--- src/rtl/mux_scan_sequencer.sv ---
// mux_scan_sequencer: walks a 16:1 mux through all channels, samples each after SETTLE
// cycles and hands the assembled word downstream over valid/ready.
module mux_scan_sequencer #(
  parameter int unsigned SETTLE = 4
) (
  input  logic        clk,
  input  logic        rst_n,
  input  logic        start,
  input  logic        cont,
  input  logic        abort,
  output logic [3:0]  mux_sel,
  output logic        mux_u,
  input  logic        mux_v,
  output logic [15:0] out_data,
  output logic        out_valid,
  input  logic        out_ready,
  output logic        busy
);
  typedef enum logic [1:0] {IDLE, SCAN, HOLD} state_t;
  localparam logic [7:0] RELOAD = 8'(SETTLE - 1);
  state_t      state_q;
  logic [3:0]  sel_q;
  logic [7:0]  cnt_q;
  logic [15:0] data_q;
  logic        mux_u_q;
  logic        valid_q;
  logic        busy_q;
  always_ff @(posedge clk or negedge rst_n) begin
    if (!rst_n) begin
      state_q <= IDLE;
      sel_q   <= '0;
      cnt_q   <= '0;
      data_q  <= '0;
      mux_u_q <= 1'b1;
      valid_q <= 1'b0;
      busy_q  <= 1'b0;
    end else if (abort) begin
      state_q <= IDLE;
      sel_q   <= '0;
      cnt_q   <= '0;
      data_q  <= '0;
      mux_u_q <= 1'b1;
      valid_q <= 1'b0;
      busy_q  <= 1'b0;
    end else begin
      case (state_q)
        IDLE: if (start) begin
          state_q <= SCAN;
          sel_q   <= '0;
          cnt_q   <= RELOAD;
          data_q  <= '0;
          mux_u_q <= 1'b0;
          busy_q  <= 1'b1;
        end
        SCAN: if (cnt_q != 8'd0) begin
          cnt_q <= cnt_q - 8'd1;
        end else begin
          // mux output is inverted while enabled, so store the complement
          data_q[sel_q] <= ~mux_v;
          if (sel_q == 4'd15) begin
            state_q <= HOLD;
            sel_q   <= '0;
            mux_u_q <= 1'b1;
            valid_q <= 1'b1;
          end else begin
            sel_q <= sel_q + 4'd1;
            cnt_q <= RELOAD;
          end
        end
        HOLD: if (out_ready) begin
          valid_q <= 1'b0;
          if (cont) begin
            state_q <= SCAN;
            sel_q   <= '0;
            cnt_q   <= RELOAD;
            data_q  <= '0;
            mux_u_q <= 1'b0;
          end else begin
            state_q <= IDLE;
            busy_q  <= 1'b0;
          end
        end
        default: state_q <= IDLE;
      endcase
    end
  end
  assign mux_sel   = sel_q;
  assign mux_u     = mux_u_q;
  assign out_data  = data_q;
  assign out_valid = valid_q;
  assign busy      = busy_q;
endmodule

--- config.mk ---
export PLATFORM = sky130hd
export DESIGN_NAME = mux_scan_sequencer
export DESIGN_NICKNAME = d
export VERILOG_FILES = /design/src/rtl/mux_scan_sequencer.sv
export SDC_FILE = /design/constraint.sdc
export NUM_CORES = 1
export LEC_CHECK = 0
export CAP_MARGIN = 25
export CORE_UTILIZATION = 53
export CTS_CLUSTER_SIZE = 8
export DETAILED_ROUTE_END_ITERATION = 7
export DONT_BUFFER_PORTS = 1
export GPL_TIMING_DRIVEN = 0
export PLACE_DENSITY = 0.67
export SLEW_MARGIN = 20
export SYNTH_ARGS = -nofsm -noshare
export SYNTH_HDL_FRONTEND = slang
export SYNTH_SLANG_ARGS = --single-unit
--- constraint.sdc ---
create_clock -name clk -period 5.4 [get_ports clk]
set_input_delay 1.08 -clock clk [delete_from_list [all_inputs] [get_ports clk]]
set_output_delay 1.08 -clock clk [all_outputs]
set_load 0.05 [all_outputs]
==> Word-level counts from Yosys, hierarchy flattened <==
Cells that the tools add are included.
Widths: inputs -> output; s select.
{ "word_totals": {"regBits": 33, "input_bits": 7, "output_inout_bits": 23, "elab_cells": 79} }
{ "classes": {"add_sub_neg": 2, "n_lt_le_gt_ge": 2, "n_eq_ne": 10, "muxes": 45, "n_bitwise": 1, "reduce_logical": 12} }
{ "ops": {"columns": ["op", "n"], "rows": [
  ["$mux 16", 5],
  ["$mux 8", 6],
  ["$pmux 16 s3", 1],
  ["$mux 4", 6],
  ["$pmux 8 s3", 1],
  ["$ne 3x3->1 const B", 6],
  ["$bwmux 16", 1],
  ["$mux 1", 14],
  ["$pmux 4 s3", 1],
  ["$reduce_and 4->1", 3],
  ["$mux 2", 5],
  ["$reduce_and 5->1", 2],
  ["$reduce_bool 8->1", 1],
  ["$sub 8x1->8 const B", 1],
  ["$pmux 2 s3", 1],
  ["$reduce_and 6->1", 1],
  ["$reduce_bool 3->1", 2],
  ["$lt 4x5->1 const B", 1],
  ["$add 4x1->4 const B", 1],
  ["$demux 1 s4", 1],
  ["$eq 4x4->1 const B", 1],
  ["$ge 4x1->1 const B", 1],
  ["$ne 4x4->1 const B", 1],
  ["$pmux 1 s2", 2],
  ["7 further kinds", 7]
]} }

==> Longest topological paths before layout <==
Gate-level depths: netlist of run 1.
{ "logic_depth": {"depth_word": 8, "depth_mapped": 7, "depth_no_buf": 6} }

==> Least setup slack after synthesis of run 1 <==
Ideal clock, no wire load.
{ "synth_path": {"path_kind": "input port to flip-flop", "startpoint": "input abort", "endpoint": "register data_q[13], in the netlist out_data[13]", "setup_ns": 0.095, "t_arrival_ns": 2.376, "required_ns": 5.305, "setup_slack_ns": 2.929, "cell_stages": 7, "n_path_buf": 3, "cell_sequence": "buf_2 > or3b_1 > buf_2 > a21oi_2 > buf_2 > o311ai_0 > o31ai_1"} }
{ "synth_between": {"elab_chain_len": 2, "word_cells_on_any_way": 7, "classes_between": "4 x eq/ne; 1 x mux; 2 x reduce/logical"} }
{ "synth_rtl": {"columns": ["element", "line_no", "rtl"], "rows": [
  ["start, declared", "10", "input logic abort,"],
  ["$ne 3x3->1 (no source line) / $reduce_bool 4->1 (equally long branches)", null, null],
  ["$reduce_and 5->1 (no source line)", null, null],
  ["end signal, assigned by index", "59", "data_q[sel_q] <= ~mux_v;"],
  ["end, declared", "24", "logic [15:0] data_q;"]
]} }
Several ways; a longest one is shown, not always the timed one.
A chain may end at the register's enable or synchronous reset.

==> Worst setup path in the final report of run 1 <==
{ "layout_path": {"startpoint": "register sel_q[1], in the netlist mux_sel[1]", "endpoint": "register cnt_q[0]"} }
{ "layout_between": {"elab_chain_len": 3} }
{ "layout_rtl": {"columns": ["element", "line_no", "rtl"], "rows": [
  ["start, declared", "22", "logic [3:0] sel_q;"],
  ["start signal, assigned", "66", "sel_q <= sel_q + 4'd1;"],
  ["$eq 4x4->1", "60", "if (sel_q == 4'd15) begin"],
  ["$ne 4x4->1 (no source line)", null, null],
  ["$reduce_and 5->1 (no source line)", null, null],
  ["end signal, assigned", "56", "cnt_q <= cnt_q - 8'd1;"],
  ["end, declared", "23", "logic [7:0] cnt_q;"]
]} }
Every way passes these cells.

==> metrics, run 1 <==
GRT Resource Usage Total=24.4%; outcome=finished, final reports clean; via count=~1500; Crit. End Element=flip-flop; via density per instance=6.27; WP data arrival=about 2600 ps; Post-synth EDFFs=0; share of cells above drive strength 1=14.1%; DIE HEIGHT=between 60 and 70 um; final setup fails=0; #FFs+latches synth=33; Critical Path Fanout Max=6; final WL=4080 um; Post-DP HPWL=2950 um; Crit path depth=5; wire length per cell=roughly 17 um; Synth area leader=dfrtp_1; Cell variety after synth=40; RePlAce Congestion=between 0.8 and 0.9; Tot Pwr=~0.6 mW; clk_skew=between 10 and 15 ps; largest net degree at the start of global routing=34; Die Footprint=about 3700 um^2; Syn Area/Cell=between 9 and 10 um^2; CP cell instances=ha_1, and3_1, and3_1, a21oi_1, mux2_2; P_leak=between 0.8 and 0.9 nW; # Post-CTS Setup Buffers=0; Synth area leaders=dfrtp_1 (44%), o311ai_0 (7.6%), o31ai_1 (7.3%); H-tree levels=2; TritonCTS Buffers=5; RR Endpoint=cnt_q[0]$_DFFE_PN0P_; hold slack=412 ps; kind of critical path=reg2reg; top_reg_cell synth=dfrtp_1; Core Region=3340 um^2; DRC viols=0; FF-to-FF path depth=5; post-route minimum period=2410 ps; worst path bufs/invs=0; flop2flop setup slack=between 2000 and 3000 ps; required time of the critical path=~5600 ps; fmax=roughly 410 MHz; Relative slew margins=between 50% and 60%; Initial DRC Count=96; CTS clk-pin slew, worst paths=approximately 110 ps; Slew Viols, Final=0; fin util=58.9%; most used cell, CP=and3_1; Max stage delay on crit path=about 630 ps; top cell type's share of synthesized area=between 40% and 50%; Top delay family on crit path=flip-flops; global-route wire length before repair=6580 um; slowest CP cell=dfrtp_1; final worst path period share=~45%; effective utilization at floorplan=about 55%; Final Hold Fails=0; clock root buffer=clkbuf_4; Worst-Skew Late Latency=about 340 ps; CTS Hold Bufs=0; top cells by count, synth=dfrtp_1 (32), nand2_1 (18), o31ai_1 (18); P per Cell Area=just over 300 nW/um^2; Post-DRT Antenna Nets=0; register area share after synthesis=between 40 and 50%; antenna diode count=0; antenna violations before repair=0; Mapped Nets=about 200; max-cap violations=0; Filler cells=approximately 320; clk sinks=33; worst reg2reg startpoint=mux_sel[1]$_DFFE_PN0P_; num rows=21; synthesis-to-layout area growth=6.94%; synthesized area=around 1800 um^2; Final #Nets=204; worst vdd ir=~0.0002 V; Hold Crit Class=in2async; clk buf depth=2; Worst Setup Start Kind=flip-flop; number of buffers added on ports=0; Finished Cell Area=1970 um^2; vias in the first global route=between 1000 and 1500; TritonCTS clock tree=built; share of synthesized flip-flops with an asynchronous set or reset=100%; GRT overflow=0; Worst Setup EP=cnt_q[0]$_DFFE_PN0P_; yosys warns=0; drt pass-1 iters=4; setup TNS=0 ps; count leader, synth=dfrtp_1; Worst Tran Pin Value=between 600 and 700 ps; IO Count=30; Mapped Cells=approximately 180; unrepaired setup endpoints after global routing=false; CP Launch Point=mux_sel[1]$_DFFE_PN0P_; PostCTS Resize Cnt=0; Die Wd=60.9 um; DP Area=~1900 um^2
## logic make-up after synthesis
group	count (synthesis)	share of synthesized area (%)
AO/OA/AOI/OAI	66	27.3
AND/OR/NAND/NOR	55	16.7
adder cells (fa/ha/maj)	6	4.08
flip-flops	33	45.0
XOR/XNOR	1	0.476
multiplexers	3	1.84
buffers and inverters	20	4.69
## report_power, final
part	internal [mW]	total [mW]	switching, mW
combinational	0.0546	0.131	0.0762
sequential	0.266	0.306	0.0403
clock	0.0754	0.161	0.0851
total	0.396	0.598	0.202
## worst min-delay path by stage
stage / end / cells after the start
finish: out_data[8]$_DFFE_PN0P_ / 0
floorplan: cnt_q[6]$_DFFE_PN0P_ / 1
global placement: cnt_q[6]$_DFFE_PN0P_ / 1
CTS: out_data[8]$_DFFE_PN0P_ / 0
detailed placement: cnt_q[6]$_DFFE_PN0P_ / 1
global route: out_data[8]$_DFFE_PN0P_ / 0
## per-layer routing
| metal | GRT usage, % | vias to the layer above | part of all wire, % |
|---|---|---|---|
| li1 | - | 715 | - |
| met1 | 26.6 | 720 | 41 |
| met2 | 43.3 | 48 | 52 |
| met3 | 6.82 | 9 | 4.6 |
| met4 | 12.3 | 0 | 2.4 |
| met5 | 0 | - | 0 |
## state kept, by name, summed over array words and instances (netlist names)
register	count
busy	1
cnt_q	8
mux_sel	4
mux_u	1
out_data	16
out_valid	1
state_q	2
## through the flow
| stage | setup WS (ps) | std cells |
|---|---|---|
| 5_1_grt | 2870 | 238 |
| 4_1_cts | 2970 | 238 |
| 2_1_floorplan | 2930 | 184 |
| 3_5_place_dp | 2650 | 230 |
| 3_3_place_gp | 2700 | 230 |
| 6_report | 2990 | 238 |
## final cells by class
class,count,area [um^2],area share [%]
flip-flops and latches,33,827,42.0
well taps,46,57.6,2.93
plain buffers,13,60.1,3.05
multi-input cells,131,926,47.1
clock inverters,1,5.00,0.254
inverters,7,26.3,1.34
clock buffers,7,65.1,3.31
## placed cells by master, fill, tap and decap left out, drive strengths merged
master,netlist,routed
or3,1,1
or4,2,2
o22a,1,1
nor3b,2,2
clkbuf,4,11
a22o,2,2
nand2b,5,5
nor4,2,2
o32ai,1,1
clkinv,0,1
a211o,1,1
buf,9,9
nand3,5,5
inv,7,7
nor2b,4,4
a21oi,9,9
dfrtp,32,32
nand2,18,18
and4b,1,1
o311ai,16,16
o21ai,6,6
xnor2,1,1
o21a,2,2
nor2,4,4
and3,5,5
a31oi,4,4
mux2,3,3
or3b,1,1
ha,6,6
dfstp,1,1
o41ai,1,1
a21o,2,2
nor3,5,5
a211oi,1,1
o21ba,1,1
o31ai,19,19
Note: power is estimated with default switching activity, not from simulation.
==> run 2, diff against run 1 <==
Settings changed: PLACE_DENSITY 0.67 to 0.7.
Clock period 5.4 ns to 2 ns, I/O delays scaled along.
==> run 2 against run 1 <==
  * First-iteration DRC count is 1.0% higher
  * Critical endpoint is now cnt_q[1]$_DFFE_PN0P_
  * Critical path depth stayed put
  * Core utilization is 3.7 points higher
==> metrics, run 2 (synthesis gave the netlist of run 1 again) <==
DIE HEIGHT=60.9 um (unchanged); fmax=513 MHz (was 415 MHz); required time of the critical path=2230 ps (was 5630 ps); Top delay family on crit path=flip-flops (unchanged); antenna violations before repair=0 (unchanged); Post-DRT Antenna Nets=0 (unchanged); clock root buffer=clkbuf_4 (unchanged); Hold Crit Class=in2reg (was in2async); Register Area=833 um^2 (was 827 um^2); Core Region=3340 um^2 (unchanged); IO Count=30 (unchanged); CTS clk-pin slew, worst paths=110 ps (about the same); Die Wd=60.9 um (unchanged); number of buffers added on ports=0 (unchanged); largest net degree at the start of global routing=34 (unchanged); final WL=4020 um (was 4080 um); Filler cells=289 (was 315); Max stage delay on crit path=560 ps (was 630 ps); wire length per cell=16.3 um (was 17.1 um); Final Hold Fails=0 (unchanged); global-route wire length before repair=6420 um (was 6580 um); Initial DRC Count=97 (was 96); Slew Viols, Final=0 (unchanged); Die Footprint=3710 um^2 (unchanged); WP data arrival=2180 ps (was 2640 ps); commonest cells after routing, fill and taps aside=dfrtp_1 (27), o31ai_1 (18), nand2_1 (18) (was dfrtp_1 (32), o31ai_1 (18), nand2_1 (18)); effective utilization at floorplan=55.1% (unchanged); GRT busiest layer=met2 (unchanged); clk_skew=10.7 ps (was 12.4 ps); via count=1540 (was 1492); grt met1 use=26.3% (was 26.6%); Crit. End Element=flip-flop (unchanged); outcome=finished, final reports clean (unchanged); Relative slew margins=65.5% (was 56.8%); GR Layer Usage met2=42.5% (was 43.3%); vias in the first global route=1498 (was 1461); final setup fails=0 (unchanged); most used cell, CP=and3_1 (unchanged); Worst Tran Pin Value=515 ps (was 646 ps); H-tree levels=2 (unchanged); met3 usage=6.40% (was 6.82%); P_leak=0.887 nW (was 0.842 nW); via density per instance=6.26 (was 6.27); most common cell after layout, fill and taps aside=dfrtp_1 (unchanged); max reg flops=16 (unchanged); DP Area=1900 um^2 (about the same); antenna diode count=0 (unchanged); worst path bufs/invs=0 (unchanged); TritonCTS clock tree=built (unchanged); clk buf depth=2 (unchanged); share of cells above drive strength 1=24.0% (was 14.1%); final worst path period share=97.4% (was 44.6%); slowest CP cell=dfrtp_2 (was dfrtp_1); Finished Cell Area=2090 um^2 (was 1970 um^2); hold slack=290 ps (was 412 ps); Post-DP HPWL=2900 um (was 2950 um); Worst Setup Start Kind=flip-flop (unchanged); multi-input logic area=978 um^2 (was 926 um^2); RePlAce Congestion=0.837 (was 0.873); worst vdd ir=0.000766 V (was 0.000203 V); Worst-Skew Late Latency=340 ps (about the same); GRT Resource Usage Total=23.5% (was 24.4%); CP cell instances=ha_4, and3_1, and3_1, a21oi_4, mux2_2 (was ha_1, and3_1, and3_1, a21oi_1, mux2_2); P per Cell Area=798 nW/um^2 (was 304 nW/um^2); synthesis-to-layout area growth=13.7% (was 6.94%); max-cap violations=0 (unchanged); kind of critical path=reg2reg (unchanged); Critical Path Fanout Max=6 (unchanged); fin util=62.7% (was 58.9%); DRC viols=0 (unchanged); num rows=21 (unchanged); GRT overflow=0 (unchanged); TritonCTS Buffers=5 (unchanged); Final #Nets=212 (was 204); drt pass-1 iters=4 (unchanged); clk sinks=33 (unchanged); post-route minimum period=1950 ps (was 2410 ps)
[run 2: worst paths after layout]
kind                                        start                       end  cells past startpoint  slack [ps]
hold / removal                          out_ready    state_q[1]$_DFFE_PN0P_                      3         290
setup reg to reg           mux_sel[0]$_DFFE_PN0P_      cnt_q[1]$_DFFE_PN0P_                      5          50
min in group asynchronous                   rst_n  out_data[11]$_DFFE_PN0P_                      2         490
setup / recovery           mux_sel[0]$_DFFE_PN0P_      cnt_q[1]$_DFFE_PN0P_                      5          50
max in group asynchronous                   rst_n         mux_u$_DFFE_PN1P_                      2        1250
hold reg to reg              cnt_q[6]$_DFFE_PN0P_      cnt_q[6]$_DFFE_PN0P_                      1         560
[run 2: through the flow]
step | setup WS, ps | power (mW) | std cells | TNS, ps
CTS | 9.52 | 1.60 | 240 | 0
floorplan | 36.0 | 1.11 | 184 | 0
detailed placement | -202 | 1.19 | 230 | -1510
global route | -5.27 | 1.75 | 246 | -5.27
finish | 51.8 | 1.67 | 246 | 0
global placement | -172 | 1.17 | 230 | -455
[run 2: layer usage]
layer | vias to the layer above | wire length [um]
li1 | 743 | -
met5 | - | 0
met4 | 0 | 42
met3 | 6 | 168
met1 | 750 | 1730
met2 | 41 | 2080
[run 2: power by group]
part	internal, mW	switching, mW
clock network	0.132	0.240
registers	0.719	0.114
logic	0.221	0.243
[run 2: cell type report]
type | instances | area share, %
plain buffers | 13 | 3.11
clock buffers | 5 | 1.80
clock inverters | 3 | 0.838
inverters | 7 | 1.26
multi-input cells | 131 | 46.8
flip-flops and latches | 33 | 39.9
well taps | 46 | 2.75
repair buffers | 8 | 3.59
[run 2: timing repair]
item | 4_1_cts | 5_1_grt
pin swaps | 1 | 2
hold buffers | 2 | 0
gates resized for setup | 9 | 15
endpoints found under the setup margin | 20 | 25
buffers inserted | 0 | 6
endpoints found under the hold margin | 33 | 0
[run 2: tightest hold or removal path: stages]
cell and delay (ps):
nor3_1 20, a31oi_1 130, nor2_1 50
==> run 3, diff against run 2 <==
Settings changed: GPL_TIMING_DRIVEN 0 to unset.
==> run 3 against run 2 <==
  * Largest cell class unchanged
  * Flip-flop and latch count stayed put
  * Final cell count is 0.81% lower
  * Cell area rose by 0.96%
  * Non-clock buffer count decreased by 2
  * Clock power grew 18%
  * Combinational power is 9.1% lower
  * Count of clock-buffer cells in the layout is 2 higher
  * First-iteration DRC count increased by 54%
  * Via count barely moved
  * Die area unchanged
  * Highest routed layer unchanged
  * Fmax increased by 1.4%
  * Core utilization is 0.60 points higher
  * Critical endpoint is now cnt_q[7]$_DFFE_PN0P_
==> metrics, run 3 (synthesis gave the netlist of run 1 again) <==
final setup fails=0 (unchanged); Critical Path Fanout Max=4 (was 6); via density per instance=6.32 (was 6.26); fmax=520 MHz (was 513 MHz); largest net degree at the start of global routing=34 (unchanged); grt met1 use=29.4% (was 26.3%); final worst path period share=96.1% (was 97.4%); Die Wd=60.9 um (unchanged); Crit. End Element=flip-flop (unchanged); num rows=21 (unchanged); antenna violations before repair=0 (unchanged); final WL=4050 um (was 4020 um); Filler cells=284 (was 289); antenna diode count=0 (unchanged); vias in the first global route=1560 (was 1498); clk_skew=10.7 ps (about the same); CTS clk-pin slew, worst paths=100 ps (was 110 ps); drt pass-1 iters=4 (unchanged); synthesis-to-layout area growth=14.8% (was 13.7%); RePlAce Congestion=0.843 (was 0.837); Worst Setup Start Kind=flip-flop (unchanged); kind of critical path=reg2reg (unchanged); TritonCTS clock tree=built (unchanged); met3 usage=5.76% (was 6.40%); number of buffers added on ports=0 (unchanged); Die Footprint=3710 um^2 (unchanged); worst reg2reg startpoint=cnt_q[1]$_DFFE_PN0P_ (was mux_sel[0]$_DFFE_PN0P_); DIE HEIGHT=60.9 um (unchanged); worst setup margin=78.6 ps (was 51.8 ps); Slew Viols, Final=0 (unchanged); clk buf depth=2 (unchanged); max reg flops=16 (unchanged); DRC viols=0 (unchanged); most common cell after layout, fill and taps aside=dfrtp_1 (unchanged); global-route wire length before repair=7000 um (was 6420 um); Worst Tran Pin Value=500 ps (was 515 ps); TritonCTS Buffers=5 (unchanged); IO Count=30 (unchanged); via count=1541 (was 1540); GR Layer Usage met2=45.2% (was 42.5%); WP data arrival=2150 ps (was 2180 ps); clk sinks=33 (unchanged); CP Launch Point=cnt_q[1]$_DFFE_PN0P_ (was mux_sel[0]$_DFFE_PN0P_); multi-input logic area=957 um^2 (was 978 um^2); setup TNS=0 ps (unchanged); GRT overflow=0 (unchanged); Final Hold Fails=0 (unchanged); flop2flop setup slack=80 ps (was 50 ps); Core Region=3340 um^2 (unchanged); P_leak=0.915 nW (was 0.887 nW); GRT busiest layer=met2 (unchanged); Place WS=44.4 ps (was -202 ps); max-cap violations=0 (unchanged); Register Area=830 um^2 (was 833 um^2); wire length per cell=16.6 um (was 16.3 um); Final #Nets=210 (was 212); P per Cell Area=794 nW/um^2 (was 798 nW/um^2); Worst Setup EP=cnt_q[7]$_DFFE_PN0P_ (was cnt_q[1]$_DFFE_PN0P_); Relative slew margins=66.7% (was 65.5%); GRT Resource Usage Total=25.7% (was 23.5%); outcome=finished, final reports clean (unchanged); required time of the critical path=2230 ps (about the same); commonest cells after routing, fill and taps aside=dfrtp_1 (30), o31ai_1 (18), nand2_1 (18) (was dfrtp_1 (27), o31ai_1 (18), nand2_1 (18)); Initial DRC Count=149 (was 97); Hold Crit Class=in2reg (unchanged); Worst-Skew Late Latency=340 ps (about the same); H-tree levels=2 (unchanged); post-route minimum period=1920 ps (was 1950 ps); worst vdd ir=0.000612 V (was 0.000766 V); effective utilization at floorplan=55.1% (unchanged); share of cells above drive strength 1=22.2% (was 24.0%); RR Endpoint=cnt_q[7]$_DFFE_PN0P_ (was cnt_q[1]$_DFFE_PN0P_); Post-DP HPWL=2830 um (was 2900 um); clock root buffer=clkbuf_4 (unchanged); Post-DRT Antenna Nets=0 (unchanged); FF-to-FF path depth=4 (was 5)
-- run 3: cell count changes in the layout (fill, tap and decap cells not counted), moves of 3 or more --
cell	delta
dfrtp_1	+3
dfrtp_2	-3
o311ai_0	-5
buf_2	-9
o311ai_1	+5
buf_4	+10
clkbuf_2	-4
-- run 3: timing repair --
item	CTS	global route
endpoints found under the hold margin	33	0
buffers inserted	0	2
hold buffers	2	0
resized for setup	0	14
setup endpoints to repair	0	15
-- run 3: layout make-up --
| class | count | area share [%] |
|---|---|---|
| clock buffers | 7 | 3.08 |
| flip-flops and latches | 33 | 39.3 |
| multi-input cells | 131 | 45.3 |
| clock inverters | 1 | 0.237 |
| inverters | 7 | 1.24 |
| repair buffers | 19 | 8.06 |
| well taps | 46 | 2.73 |
-- run 3: worst max-delay path, stage by stage (launching register included) --
cell     delay (ps)
dfrtp_1         420
or4_4           560
or4_1           420
and3_1          200
a211o_1         220
-- run 3: power by group --
part / total (mW) / switching (mW) / internal, mW
combinational: 0.422 / 0.235 / 0.187
sequential: 0.816 / 0.0963 / 0.720
clock: 0.438 / 0.235 / 0.204
total: 1.68 / 0.566 / 1.11
-- run 3: worst min-delay path by stage --
stage	slack (ps)	depth (start not counted)	from	to
floorplan	100	0	rst_n	busy$_DFFE_PN0P_
global route	100	1	abort	busy$_DFFE_PN0P_
detailed placement	110	0	rst_n	out_data[14]$_DFFE_PN0P_
finish	110	1	abort	busy$_DFFE_PN0P_
CTS	110	1	abort	busy$_DFFE_PN0P_
global placement	110	0	rst_n	out_data[12]$_DFFE_PN0P_
-- run 3: routing by layer --
layer / part of all wire (%) / routed length (um) / vias up
li1: - / - / 735
met1: 42 / 1700 / 752
met2: 52 / 2110 / 47
met3: 4.5 / 183 / 7
met4: 1.5 / 59 / 0
met5: 0 / 0 / -
-- run 3: metrics by stage --
step           total power, mW  cells  hold WS (ps)  util (%)  instance area (um^2)
3_3_place_gp              1.19    232           105      59.0                  1970
5_1_grt                   1.77    244           101      63.3                  2110
3_5_place_dp              1.21    232           105      59.0                  1970
6_report                  1.68    244           112      63.3                  2110
2_1_floorplan             1.11    184           104         -                  1840
4_1_cts                   1.66    242           106      62.0                  2070
